===== config.mk =====
export PLATFORM = sky130hd
export DESIGN_NAME = alsu_operand_sequencer_flat
export DESIGN_NICKNAME = d
export VERILOG_FILES = /design/src/rtl/alsu_pkg.sv /design/src/rtl/alsu_operand_sequencer_if.sv /design/src/rtl/alsu_timeout_counter.sv /design/src/rtl/alsu_operand_sequencer.sv /design/src/flat_wrapper.sv
export SDC_FILE = /design/constraint.sdc
export NUM_CORES = 1
export LEC_CHECK = 0
export CAP_MARGIN = 20
export CORE_MARGIN = 2
export CORE_UTILIZATION = 37
export DETAILED_ROUTE_END_ITERATION = 8
export PLACE_DENSITY = 0.74
export SETUP_SLACK_MARGIN = 0.15
export SYNTH_ARGS = -nofsm -noshare
export SYNTH_HDL_FRONTEND = slang
export SYNTH_SLANG_ARGS = --single-unit

===== constraint.sdc =====
create_clock -name clk -period 1.5 [get_ports clk]
set_clock_uncertainty 0.15 [all_clocks]
set_input_delay 0.3 -clock clk [delete_from_list [all_inputs] [get_ports clk]]
set_output_delay 0.3 -clock clk [all_outputs]
set_load 0.05 [all_outputs]

===== src/rtl/alsu_pkg.sv =====
// Shared definitions for the ALSU operand sequencer and the ALSU datapath:
// operand/opcode widths, default abort timeout, sequencer states and the
// opcode encodings both sides agree on.
package alsu_pkg;

    localparam int ALSU_DATA_WIDTH = 4;
    localparam int ALSU_OP_WIDTH   = 6;
    localparam int ALSU_TIMEOUT    = 15;

    typedef enum logic [1:0] {
        IDLE   = 2'd0,
        WAIT_B = 2'd1,
        EXEC   = 2'd2,
        HOLD   = 2'd3
    } seq_state_t;

    // Opcode map shared with the combinational ALSU (40 operations, 0..39).
    localparam logic [ALSU_OP_WIDTH-1:0] OP_ADD  = 6'd0;
    localparam logic [ALSU_OP_WIDTH-1:0] OP_SUB  = 6'd1;
    localparam logic [ALSU_OP_WIDTH-1:0] OP_AND  = 6'd2;
    localparam logic [ALSU_OP_WIDTH-1:0] OP_OR   = 6'd3;
    localparam logic [ALSU_OP_WIDTH-1:0] OP_XOR  = 6'd4;
    localparam logic [ALSU_OP_WIDTH-1:0] OP_NOT  = 6'd5;
    localparam logic [ALSU_OP_WIDTH-1:0] OP_INC  = 6'd11;
    localparam logic [ALSU_OP_WIDTH-1:0] OP_DEC  = 6'd12;
    localparam logic [ALSU_OP_WIDTH-1:0] OP_LAST = 6'd39;

    // True when the opcode names an operation the ALSU implements.
    function automatic logic op_is_legal(input logic [ALSU_OP_WIDTH-1:0] op);
        return op <= OP_LAST;
    endfunction

endpackage


===== src/rtl/alsu_operand_sequencer_if.sv =====
// Bundle of every signal between the operand sequencer, its producer, the
// combinational ALSU and the result consumer. The slave modport is the
// sequencer's view; the master modport is the surrounding environment.
interface alsu_operand_sequencer_if
    import alsu_pkg::*;
#(
    parameter int DATA_WIDTH = ALSU_DATA_WIDTH,
    parameter int OP_WIDTH   = ALSU_OP_WIDTH
) ();

    logic [DATA_WIDTH-1:0] Data_In;
    logic [OP_WIDTH-1:0]   Op_In;
    logic                  Sel_In;
    logic                  Data_Valid;
    logic                  Data_Ready;

    logic [DATA_WIDTH-1:0] A_Out;
    logic [DATA_WIDTH-1:0] B_Out;
    logic [OP_WIDTH-1:0]   Op_Out;
    logic                  Sel_Out;
    logic [DATA_WIDTH-1:0] Alsu_Result;
    logic                  Alsu_Neg_Flag;

    logic [DATA_WIDTH-1:0] Result;
    logic                  Negative_Sign_Flag;
    logic                  Result_Valid;
    logic                  Result_Ack;

    modport slave (
        input  Data_In, Op_In, Sel_In, Data_Valid,
        output Data_Ready,
        output A_Out, B_Out, Op_Out, Sel_Out,
        input  Alsu_Result, Alsu_Neg_Flag,
        output Result, Negative_Sign_Flag, Result_Valid,
        input  Result_Ack
    );

    modport master (
        output Data_In, Op_In, Sel_In, Data_Valid,
        input  Data_Ready,
        input  A_Out, B_Out, Op_Out, Sel_Out,
        output Alsu_Result, Alsu_Neg_Flag,
        input  Result, Negative_Sign_Flag, Result_Valid,
        output Result_Ack
    );

endinterface


===== src/rtl/alsu_timeout_counter.sv =====
// Cycle counter for the wait-for-operand-B window. Counts while enabled,
// holds at TIMEOUT-1, and flags the terminal cycle combinationally so the
// sequencer can abort on the same edge.
module alsu_timeout_counter #(
    parameter int TIMEOUT = 15
) (
    input  logic clk,
    input  logic rst,
    input  logic clear,
    input  logic enable,
    output logic terminal
);

    localparam int CW = (TIMEOUT > 1) ? $clog2(TIMEOUT) : 1;
    localparam logic [CW-1:0] LAST = CW'(TIMEOUT - 1);

    logic [CW-1:0] count;

    // Count up while waiting, stop at the last count, restart on clear.
    always_ff @(posedge clk) begin
        if (rst || clear) begin
            count <= '0;
        end else if (enable && (count != LAST)) begin
            count <= count + CW'(1);
        end
    end

    assign terminal = enable && (count == LAST);

endmodule


===== src/rtl/alsu_operand_sequencer.sv =====
// Front/back end around the combinational 4-bit ALSU: gathers A (with opcode
// and select) then B from a shared beat bus, holds them for one execute
// cycle, captures the result and flag, and presents them until acknowledged.
// A missing B beat aborts the operation after TIMEOUT cycles.
module alsu_operand_sequencer
    import alsu_pkg::*;
#(
    parameter int TIMEOUT = ALSU_TIMEOUT
) (
    input  logic                     clk,
    input  logic                     rst,
    alsu_operand_sequencer_if.slave  bus,
    output logic                     Busy,
    output logic                     Timeout_Err
);

    seq_state_t state;
    seq_state_t next_state;

    logic transfer;
    logic wait_tick;
    logic timer_clear;
    logic timer_terminal;

    assign bus.Data_Ready = (state == IDLE) || (state == WAIT_B);
    assign Busy           = (state != IDLE);
    assign transfer       = bus.Data_Valid && bus.Data_Ready;

    // The timer only runs in WAIT_B cycles without a B beat, so a beat in
    // the terminal cycle masks the abort.
    assign wait_tick   = (state == WAIT_B) && !bus.Data_Valid;
    assign timer_clear = (state != WAIT_B);

    alsu_timeout_counter #(
        .TIMEOUT (TIMEOUT)
    ) u_timeout (
        .clk      (clk),
        .rst      (rst),
        .clear    (timer_clear),
        .enable   (wait_tick),
        .terminal (timer_terminal)
    );

    // State register.
    always_ff @(posedge clk) begin
        if (rst) begin
            state <= IDLE;
        end else begin
            state <= next_state;
        end
    end

    // Next-state decode for the A / B / execute / hold sequence.
    always_comb begin
        next_state = state;
        case (state)
            IDLE: begin
                if (transfer) begin
                    next_state = WAIT_B;
                end
            end
            WAIT_B: begin
                if (transfer) begin
                    next_state = EXEC;
                end else if (timer_terminal) begin
                    next_state = IDLE;
                end
            end
            EXEC: begin
                next_state = HOLD;
            end
            HOLD: begin
                if (bus.Result_Ack) begin
                    next_state = IDLE;
                end
            end
            default: begin
                next_state = IDLE;
            end
        endcase
    end

    // Operand registers: A, opcode and select on the A beat, B on the B beat.
    always_ff @(posedge clk) begin
        if (rst) begin
            bus.A_Out   <= '0;
            bus.B_Out   <= '0;
            bus.Op_Out  <= '0;
            bus.Sel_Out <= 1'b0;
        end else begin
            if ((state == IDLE) && transfer) begin
                bus.A_Out   <= bus.Data_In;
                bus.Op_Out  <= bus.Op_In;
                bus.Sel_Out <= bus.Sel_In;
            end
            if ((state == WAIT_B) && transfer) begin
                bus.B_Out <= bus.Data_In;
            end
        end
    end

    // Result capture at the end of the execute cycle; held until the next one.
    always_ff @(posedge clk) begin
        if (rst) begin
            bus.Result             <= '0;
            bus.Negative_Sign_Flag <= 1'b0;
        end else if (state == EXEC) begin
            bus.Result             <= bus.Alsu_Result;
            bus.Negative_Sign_Flag <= bus.Alsu_Neg_Flag;
        end
    end

    // Registered status: result-valid tracks HOLD, abort pulses for one cycle.
    always_ff @(posedge clk) begin
        if (rst) begin
            bus.Result_Valid <= 1'b0;
            Timeout_Err      <= 1'b0;
        end else begin
            bus.Result_Valid <= (next_state == HOLD);
            Timeout_Err      <= (state == WAIT_B) && !transfer && timer_terminal;
        end
    end

endmodule


===== src/flat_wrapper.sv =====
// flat-port wrapper written by rule: the top's interface ports become plain ports
module alsu_operand_sequencer_flat import alsu_pkg::*;
#(
    parameter int TIMEOUT = ALSU_TIMEOUT
)
  (clk, rst, Busy, Timeout_Err, bus_Data_In, bus_Op_In, bus_Sel_In, bus_Data_Valid, bus_Data_Ready, bus_A_Out, bus_B_Out, bus_Op_Out, bus_Sel_Out, bus_Alsu_Result, bus_Alsu_Neg_Flag, bus_Result, bus_Negative_Sign_Flag, bus_Result_Valid, bus_Result_Ack);
  alsu_operand_sequencer_if bus_i ();
  input  logic clk;
  input  logic rst;
  output logic Busy;
  output logic Timeout_Err;
  input wire logic [$bits(bus_i.Data_In)-1:0] bus_Data_In;
  input wire logic [$bits(bus_i.Op_In)-1:0] bus_Op_In;
  input wire logic [$bits(bus_i.Sel_In)-1:0] bus_Sel_In;
  input wire logic [$bits(bus_i.Data_Valid)-1:0] bus_Data_Valid;
  output wire logic [$bits(bus_i.Data_Ready)-1:0] bus_Data_Ready;
  output wire logic [$bits(bus_i.A_Out)-1:0] bus_A_Out;
  output wire logic [$bits(bus_i.B_Out)-1:0] bus_B_Out;
  output wire logic [$bits(bus_i.Op_Out)-1:0] bus_Op_Out;
  output wire logic [$bits(bus_i.Sel_Out)-1:0] bus_Sel_Out;
  input wire logic [$bits(bus_i.Alsu_Result)-1:0] bus_Alsu_Result;
  input wire logic [$bits(bus_i.Alsu_Neg_Flag)-1:0] bus_Alsu_Neg_Flag;
  output wire logic [$bits(bus_i.Result)-1:0] bus_Result;
  output wire logic [$bits(bus_i.Negative_Sign_Flag)-1:0] bus_Negative_Sign_Flag;
  output wire logic [$bits(bus_i.Result_Valid)-1:0] bus_Result_Valid;
  input wire logic [$bits(bus_i.Result_Ack)-1:0] bus_Result_Ack;
  assign bus_i.Data_In = bus_Data_In;
  assign bus_i.Op_In = bus_Op_In;
  assign bus_i.Sel_In = bus_Sel_In;
  assign bus_i.Data_Valid = bus_Data_Valid;
  assign bus_Data_Ready = bus_i.Data_Ready;
  assign bus_A_Out = bus_i.A_Out;
  assign bus_B_Out = bus_i.B_Out;
  assign bus_Op_Out = bus_i.Op_Out;
  assign bus_Sel_Out = bus_i.Sel_Out;
  assign bus_i.Alsu_Result = bus_Alsu_Result;
  assign bus_i.Alsu_Neg_Flag = bus_Alsu_Neg_Flag;
  assign bus_Result = bus_i.Result;
  assign bus_Negative_Sign_Flag = bus_i.Negative_Sign_Flag;
  assign bus_Result_Valid = bus_i.Result_Valid;
  assign bus_i.Result_Ack = bus_Result_Ack;
  alsu_operand_sequencer #(.TIMEOUT(TIMEOUT)) u_core (.clk(clk), .rst(rst), .bus(bus_i), .Busy(Busy), .Timeout_Err(Timeout_Err));
endmodule

# --- Word-level counts from Yosys, hierarchy flattened ---
# Cells that the tools add are included.
totals:
  output_inout_bits: 24
  mem_bits_ro: 0
  latchBits: 0
  n_memories: 0
  input_bits: 20
  ram_bits: 0
  reg_bits: 28
  wordCells: 37
op_classes:
  shifts: 0
  mul: 0
  div: 0
  bitwise_logic: 0
  mux: 5
  n_addsub: 1
  n_lt_le_gt_ge: 0
  n_reduce_logical: 14
  n_eq_ne: 7
ops:
  columns: ["op", "count"]
  rows:
  - ["logical AND 1 bit", 8]
  - ["two-way mux 2 bit", 4]
  - ["one-hot mux 2 bit (4 select lines)", 1]
  - ["equality test 2 bit, second input constant", 3]
  - ["adder 4 x 1 -> 4 bit, second input constant", 1]
  - ["equality test 4 bit, second input constant", 1]
  - ["inequality test 4 bit, second input constant", 1]
  - ["equality test 2 x 1 -> 1 bit, second input constant", 1]
  - ["logical NOT 1 bit", 2]
  - ["logical NOT 2 bit", 1]
  - ["logical OR 1 bit", 2]
  - ["inequality test 2 x 1 -> 1 bit, second input constant", 1]
  - ["nonzero test 2 bit", 1]

# --- Depth between registers and ports, before layout ---
# Gate-level depths: netlist (run 1).
logic_depth:
  ltp_word: 7
  depth_mapped: 5
  ltp_nobuf: 5

# --- Hierarchy ---
# A second synthesis (run 1) with hierarchy kept.
unflattened:
  hier_cells: 120
  area_unflattened_um2: 1117.3
modules_own_cells:
  columns: ["module", "area_each_um2", "n_inst", "cells_per_inst", "seq_area_each_um2"]
  rows:
  - ["alsu_operand_sequencer", 900.9, 1, 97, 480.5]
  - ["alsu_timeout_counter", 216.5, 1, 23, 80.1]

# --- Worst setup path after synthesis (run 1) ---
# Ideal clock, no wire load.
synth_timing:
  kind: "register to register"
  start: "register u_core.u_timeout.count[0]"
  end: "register u_core.u_timeout.count[1]"
  t_arrival_ns: 1.160
  synth_period_minus_slack_ns: 1.396
  stages_incl_launch_ff: 6
  path_buffers: 0
  t_required_ns: 1.264
  slack_ns: 0.104
  setup_time_ns: 0.086
  cell_sequence: "dfxtp_1 inv_1 ha_1 a31oi_1 nor2_1 a211oi_1"
synth_between:
  elab_chain_cells: 2
  word_cells_on_any_way: 3
  cone_classes: "1 x add/sub; 1 x eq/ne; 1 x reduce/logical"
synth_lines:
  columns: ["item", "line", "rtl"]
  rows:
  - ["from (decl)", "alsu_timeout_counter.sv:17", "logic [CW-1:0] count;"]
  - ["from (signal assigned)", "alsu_timeout_counter.sv:24", "count <= count + CW'(1);"]
  - ["parallel branches: the longest is 2 deep, another holds adder 4 x 1 -> 4 bit", null, null]
# Several ways; the timed one is not identified.
# A chain may end at the register's enable or synchronous reset.

# --- Worst setup path in the final report (run 1) ---
layout_timing:
  start: "register u_core.state[0]"
  end: "output port Busy"
layout_between:
  elab_chain_cells: 1
layout_lines:
  columns: ["item", "line", "rtl"]
  rows:
  - ["from (decl)", "alsu_operand_sequencer.sv:17", "seq_state_t state;"]
  - ["from (signal assigned)", "alsu_operand_sequencer.sv:49", "state <= next_state;"]
  - ["nonzero test 2 bit", "alsu_operand_sequencer.sv:26", "assign Busy = (state != IDLE);"]
  - ["to (decl)", "flat_wrapper.sv:10", "output logic Busy;"]
# No other way between the ends.

==> results of run 1 <==
critical path: stages, from the launching register on:
cell	delay, ns
dfxtp_4	0.37
or2_4	0.24
buf_8	0.15
cell usage in the layout, fill, tap and decap left out, types with 3 or more instances in the layout:
master / count
buf_12: 23
dfxtp_2: 21
clkdlybuf4s50_1: 18
nand2_1: 16
nor2_1: 11
nand2_2: 9
mux2i_1: 9
a21oi_2: 8
buf_4: 8
a21oi_1: 5
dfxtp_1: 4
inv_1: 3
or3b_4: 3
clkbuf_4: 3
dfxtp_4: 3
metrics by stage:
| stage | setup TNS [ns] | hold WS [ns] | worst slack, ns | cell area (µm²) |
|---|---|---|---|---|
| 2_1_floorplan | 0 | 0.219 | 0.148 | 1070 |
| 3_3_place_gp | -3.52 | 0.330 | -0.219 | 1780 |
| 3_5_place_dp | -4.27 | 0.343 | -0.275 | 1780 |
| 4_1_cts | -0.0350 | 0.340 | -0.0350 | 1920 |
| 5_1_grt | -0.108 | 0.346 | -0.0723 | 2040 |
| 6_report | -0.0287 | 0.338 | -0.0287 | 2040 |
power breakdown:
group | switching (µW) | internal, µW
registers | 49.0 | 798
clock network | 225 | 270
logic | 320 | 321
repair_timing:
item                                   4_1_cts  5_1_grt
endpoints found under the hold margin        0        0
setup buffers                                2        2
setup endpoints to repair                   24       37
resized for setup                           28       36
gates cloned                                 1        1
pin swaps                                   11       14
state kept, by name (all words and copies together), names as in the netlist:
signal,flops
u_core.bus.B_Out,4
u_core.bus.Sel_Out,1
u_core.u_timeout.count,4
u_core.Timeout_Err,1
u_core.bus.Negative_Sign_Flag,1
u_core.state,2
u_core.bus.Result,4
u_core.bus.Result_Valid,1
u_core.bus.A_Out,4
u_core.bus.Op_Out,6
path summary, 6_finish.rpt:
path	start	to	slack, ns	cells past startpoint
worst max-delay path	u_core.state[0]$_SDFF_PP0_	Busy	-0.03	2
worst min-delay path	u_core.bus.A_Out[0]$_SDFFE_PP0P_	u_core.bus.A_Out[0]$_SDFFE_PP0P_	0.34	2
worst max register to register	u_core.state[0]$_SDFF_PP0_	u_core.u_timeout.count[2]$_SDFFE_PP0P_	0.02	4
worst min register to register	u_core.bus.A_Out[0]$_SDFFE_PP0P_	u_core.bus.A_Out[0]$_SDFFE_PP0P_	0.34	2
logic make-up after synthesis:
kind of cell | Yosys count | synth area share
multiplexers | 9 | 0.0856
XOR/XNOR | 1 | 0.00832
adder cells (fa/ha/maj) | 2 | 0.0238
AND/OR/NAND/NOR | 47 | 0.208
buffers and inverters | 10 | 0.0404
AO/OA/AOI/OAI | 19 | 0.101
flip-flops | 28 | 0.533
routing by layer:
| metal | routed length [µm] | GRT usage | vias to the layer above |
|---|---|---|---|
| met3 | 218 | 0.0476 | 2 |
| li1 | - | - | 496 |
| met5 | 0 | 0 | - |
| met2 | 1580 | 0.323 | 37 |
| met4 | 10 | 0.0365 | 0 |
| met1 | 1160 | 0.199 | 483 |
final cells by class:
class                           instances  share of cell area
Multi-Input combinational cell         79               0.278
Tap cell                               31              0.0191
Clock buffer                            3              0.0111
Inverter                                4             0.00860
Timing Repair Buffer                   54               0.374
Clock inverter                          1              0.0148
Sequential cell                        28               0.294
==> flow_summary.ini, run 1 <==
[status]
status = complete, but fails checks
violations = setup timing

[synthesis]
synthCells = 116
synth_most_common_cell = dfxtp_1
yosys-top-cells-area = dfxtp_1 (53%), nand2_1 (8.9%), mux2i_1 (8.6%), a21oi_1 (6.2%), nor2_1 (4.3%)
dominantRegCellSynth = dfxtp_1
syn_area_per_cell_um2 = 9.07
synth_cell_types = 23
synth-async-reset-ratio = 0
synth_commonest_cells = dfxtp_1 (28), nand2_1 (25), a21oi_1 (13), nor2_1 (12), mux2i_1 (9)
syn_nets = 138
synth_edf_count = 0
synth_top_cell_by_area = dfxtp_1
synth_top_area_share = 0.533
synth.yosys.seq_area_share = 0.533
ys_seq_elements = 28
syn-cell-area_um2 = 1050
ys_warn_count = 0

[floorplanning]
core_area_um2 = 2730
die_h_um = 57.3
ios = 44
die_w_um = 57.3
initial_core_util = 0.385
dieArea_um2 = 3290
rows = 19

[cts]
root_buffer = clkbuf_4
cts_htree_levels = 1
numCtsBuffers = 3
clock_sinks = 28
cts_tree = built
cts_hold_buffers = 0
clock_path_buffers = 2
clock_latency_ns = 0.32
clk_pin_slew_ns = 0.16

[worst_setup_path]
end_kind = primary output
crit_type = register to primary output
crit_arrival_ns = 1.08
crit_required_ns = 1.05
worst_setup_path_start_kind = register
worst-path-max-fanout = 2

[global_route]
grt_usage = 0.174
first_global_vias = 1022
grt_max_degree = 24
gr-total-overflow = 0
grt_pass1_wl_mm = 4.55
antenna_found_initial = 0

[hold_path]
min-delay-path-class = register to register

[route]
firstDrtPassIters = 4
ant_nets = 0
vias_per_cell = 5.09
routed_wl_mm = 2.97
wl_per_cell_um = 14.8
drc_errors = 0
via_count = 1018
drt_iter0_markers = 17

[job]
drv_cap = 0

[timing]
setup_viol = 1
slew_headroom = 0.802
slew_violations = 0
finalCriticalPeriod_ns = 1.53
rsz0062_at_grt = yes
fin_ws_ns = -0.0287
tightest_slew_ns = 0.295
hold_viol_final = 0
max_freq_ghz = 0.654
fin_crit_sh = 1.02

[power]
power_leakage_uw = 0.000800
power.total_uw = 1980
peakVddDrop_v = 0.000842
p_per_area_nw_per_um2 = 974

[layout]
syn_to_final_growth_pct = 93.5
multi_input_area_um2 = 567
final_nets = 192
final_util = 0.745
finalNonFillerCells = 200
layout-drive-gt1-share = 0.538
diodes = 0
nFillCells = 175
regArea_um2 = 598

[placed_design]
place_hpwl_mm = 1.99
routabilityCongestion = 0.736
io_buffers = 43
post-place-cells = 190
(Power assumes the default switching activity.)
==> run 2: changes to the inputs <==
--- a/config.mk
+++ b/config.mk
@@ -10,6 +10,7 @@
 export CORE_UTILIZATION = 37
 export DETAILED_ROUTE_END_ITERATION = 8
 export PLACE_DENSITY = 0.74
+export RECOVER_POWER = 25
 export SETUP_SLACK_MARGIN = 0.15
 export SYNTH_ARGS = -nofsm -noshare
 export SYNTH_HDL_FRONTEND = slang
==> run 2 against run 1 <==
The run still ends with setup timing left. Combinational power about the same. Sequential power about the same. Total power decreased by 0.13%. Sequential share of layout area about the same. Worst setup slack improved by 0.0023 ns. Clock power about the same. Cell area decreased by 0.12%. Via count increased by 0.29%. Utilization decreased by 0.091 points. Critical path depth unchanged.
==> flow_summary.ini, run 2 (synthesis results as in run 1) <==
[placed_design]
io_buffers = 43
place_hpwl_mm = 1.99
placed_area_um2 = 1780
routabilityCongestion = 0.736

[worst_setup_path]
critical_path.max_stage_delay_ns = 0.37
worst-path-max-fanout = 2
crit_required_ns = 1.05
worst_setup_path_start_kind = register
end_kind = primary output
cp_slowest_cell = dfxtp_4
crit_type = register to primary output
crit_arrival_ns = 1.08
crit_chain = or2_4 -> buf_8

[global_route]
antenna_found_initial = 0
gr-total-overflow = 0
grt_max_degree = 24
first_global_vias = 1022
grt_pass1_wl_mm = 4.55
grt_usage = 0.174

[timing]
tightest_slew_ns = 0.568
fin_crit_sh = 1.02
max_freq_ghz = 0.655
finalCriticalPeriod_ns = 1.53
hold_ws_ns = 0.338
hold_viol_final = 0
slew_headroom = 0.621
rsz0062_at_grt = yes
slew_violations = 0
setup_viol = 2
fin_ws_ns = -0.0264

[layout]
diodes = 0
final_cell_mix = buf_12 (23), dfxtp_2 (21), clkdlybuf4s50_1 (17)
final_cell_area_um2 = 2030
layout_commonest_cell = buf_12
largest_reg_flops = 6
syn_to_final_growth_pct = 93.2
final_nets = 192
layout-drive-gt1-share = 0.538
largest_register = u_core.bus.Op_Out

[route]
ant_nets = 0
drt_iter0_markers = 16
vias_per_cell = 5.11
routed_wl_mm = 2.97
firstDrtPassIters = 4
wl_per_cell_um = 14.9
via_count = 1021
drc_errors = 0

[cts]
clk_pin_slew_ns = 0.16
cts_htree_levels = 1
cts_hold_buffers = 0
clock_latency_ns = 0.32
numCtsBuffers = 3
clock_path_buffers = 2
clock_sinks = 28
cts_tree = built
root_buffer = clkbuf_4

[floorplanning]
rows = 19
initial_core_util = 0.385
die_h_um = 57.3
dieArea_um2 = 3290
core_area_um2 = 2730
ios = 44
die_w_um = 57.3

[status]
status = complete, but fails checks
violations = setup timing

[power]
combPwrFrac = 0.323
swShare = 0.299
seqPwrFrac = 0.427
peakVddDrop_v = 0.000839
p_per_area_nw_per_um2 = 974
p_int_uw = 1390
power_leakage_uw = 0.000800
power_switching_uw = 593
pwr-share-clk = 0.249

[hold_path]
min-delay-path-class = register to register

[job]
drv_cap = 0
## run 2: final timing paths
kind	slack, ns	startpoint	cells after the start	endpoint
min reg2reg	0.34	u_core.bus.A_Out[0]$_SDFFE_PP0P_	2	u_core.bus.A_Out[0]$_SDFFE_PP0P_
max	-0.03	u_core.state[0]$_SDFF_PP0_	2	Busy
max reg2reg	0.02	u_core.state[0]$_SDFF_PP0_	4	u_core.u_timeout.count[2]$_SDFFE_PP0P_
min	0.34	u_core.bus.A_Out[0]$_SDFFE_PP0P_	2	u_core.bus.A_Out[0]$_SDFFE_PP0P_
## run 2: repair_timing
action / CTS / global route
pin swaps: 11 / 14
endpoints found under the hold margin: 0 / 0
endpoints found under the setup margin: 24 / 37
setup buffers: 2 / 2
cloned: 1 / 1
gates resized for setup: 28 / 36
## run 2: metal layers
layer,GRT usage,vias to the layer above,routed length [µm]
met3,0.0476,2,218
met1,0.199,487,1160
li1,-,495,-
met4,0.0365,0,10
met2,0.323,37,1590
met5,0,-,0
## run 2: cell type report
type / instances / area [µm²]
clock buffer: 3 / 22.5
clock inverter: 1 / 30.0
fill: 176 / 701
inverter: 4 / 17.5
multi-input combinational: 79 / 567
sequential: 28 / 598
tap: 31 / 38.8
timing repair buffer: 54 / 759
## run 2: through the flow
| step | setup slack [ns] | TNS (ns) | power, µW | util | std cells |
|---|---|---|---|---|---|
| 3_5_place_dp | -0.275 | -4.27 | 1390 | 0.649 | 190 |
| 4_1_cts | -0.0350 | -0.0350 | 1920 | 0.701 | 197 |
| 6_report | -0.0264 | -0.0316 | 1980 | 0.744 | 200 |
| 5_1_grt | -0.0723 | -0.111 | 2060 | 0.744 | 200 |
| 3_3_place_gp | -0.219 | -3.52 | 1380 | 0.649 | 190 |
| 2_1_floorplan | 0.148 | 0 | 1110 | - | 116 |
## run 2: power by group through the flow
stage               clock [µW]  sequential, µW  combinational [µW]
detailed placement           0             858                 534
global route               532             853                 674
floorplan                    0             959                 155
finish                     494             846                 640
CTS                        496             840                 590
global placement             0             855                 522
## run 2: worst max-delay path, delay by kind of cell, from the launching register on
kind | cells | cell delay (ns)
buf+inv | 1 | 0.15
flops | 1 | 0.37
simple gates | 1 | 0.24
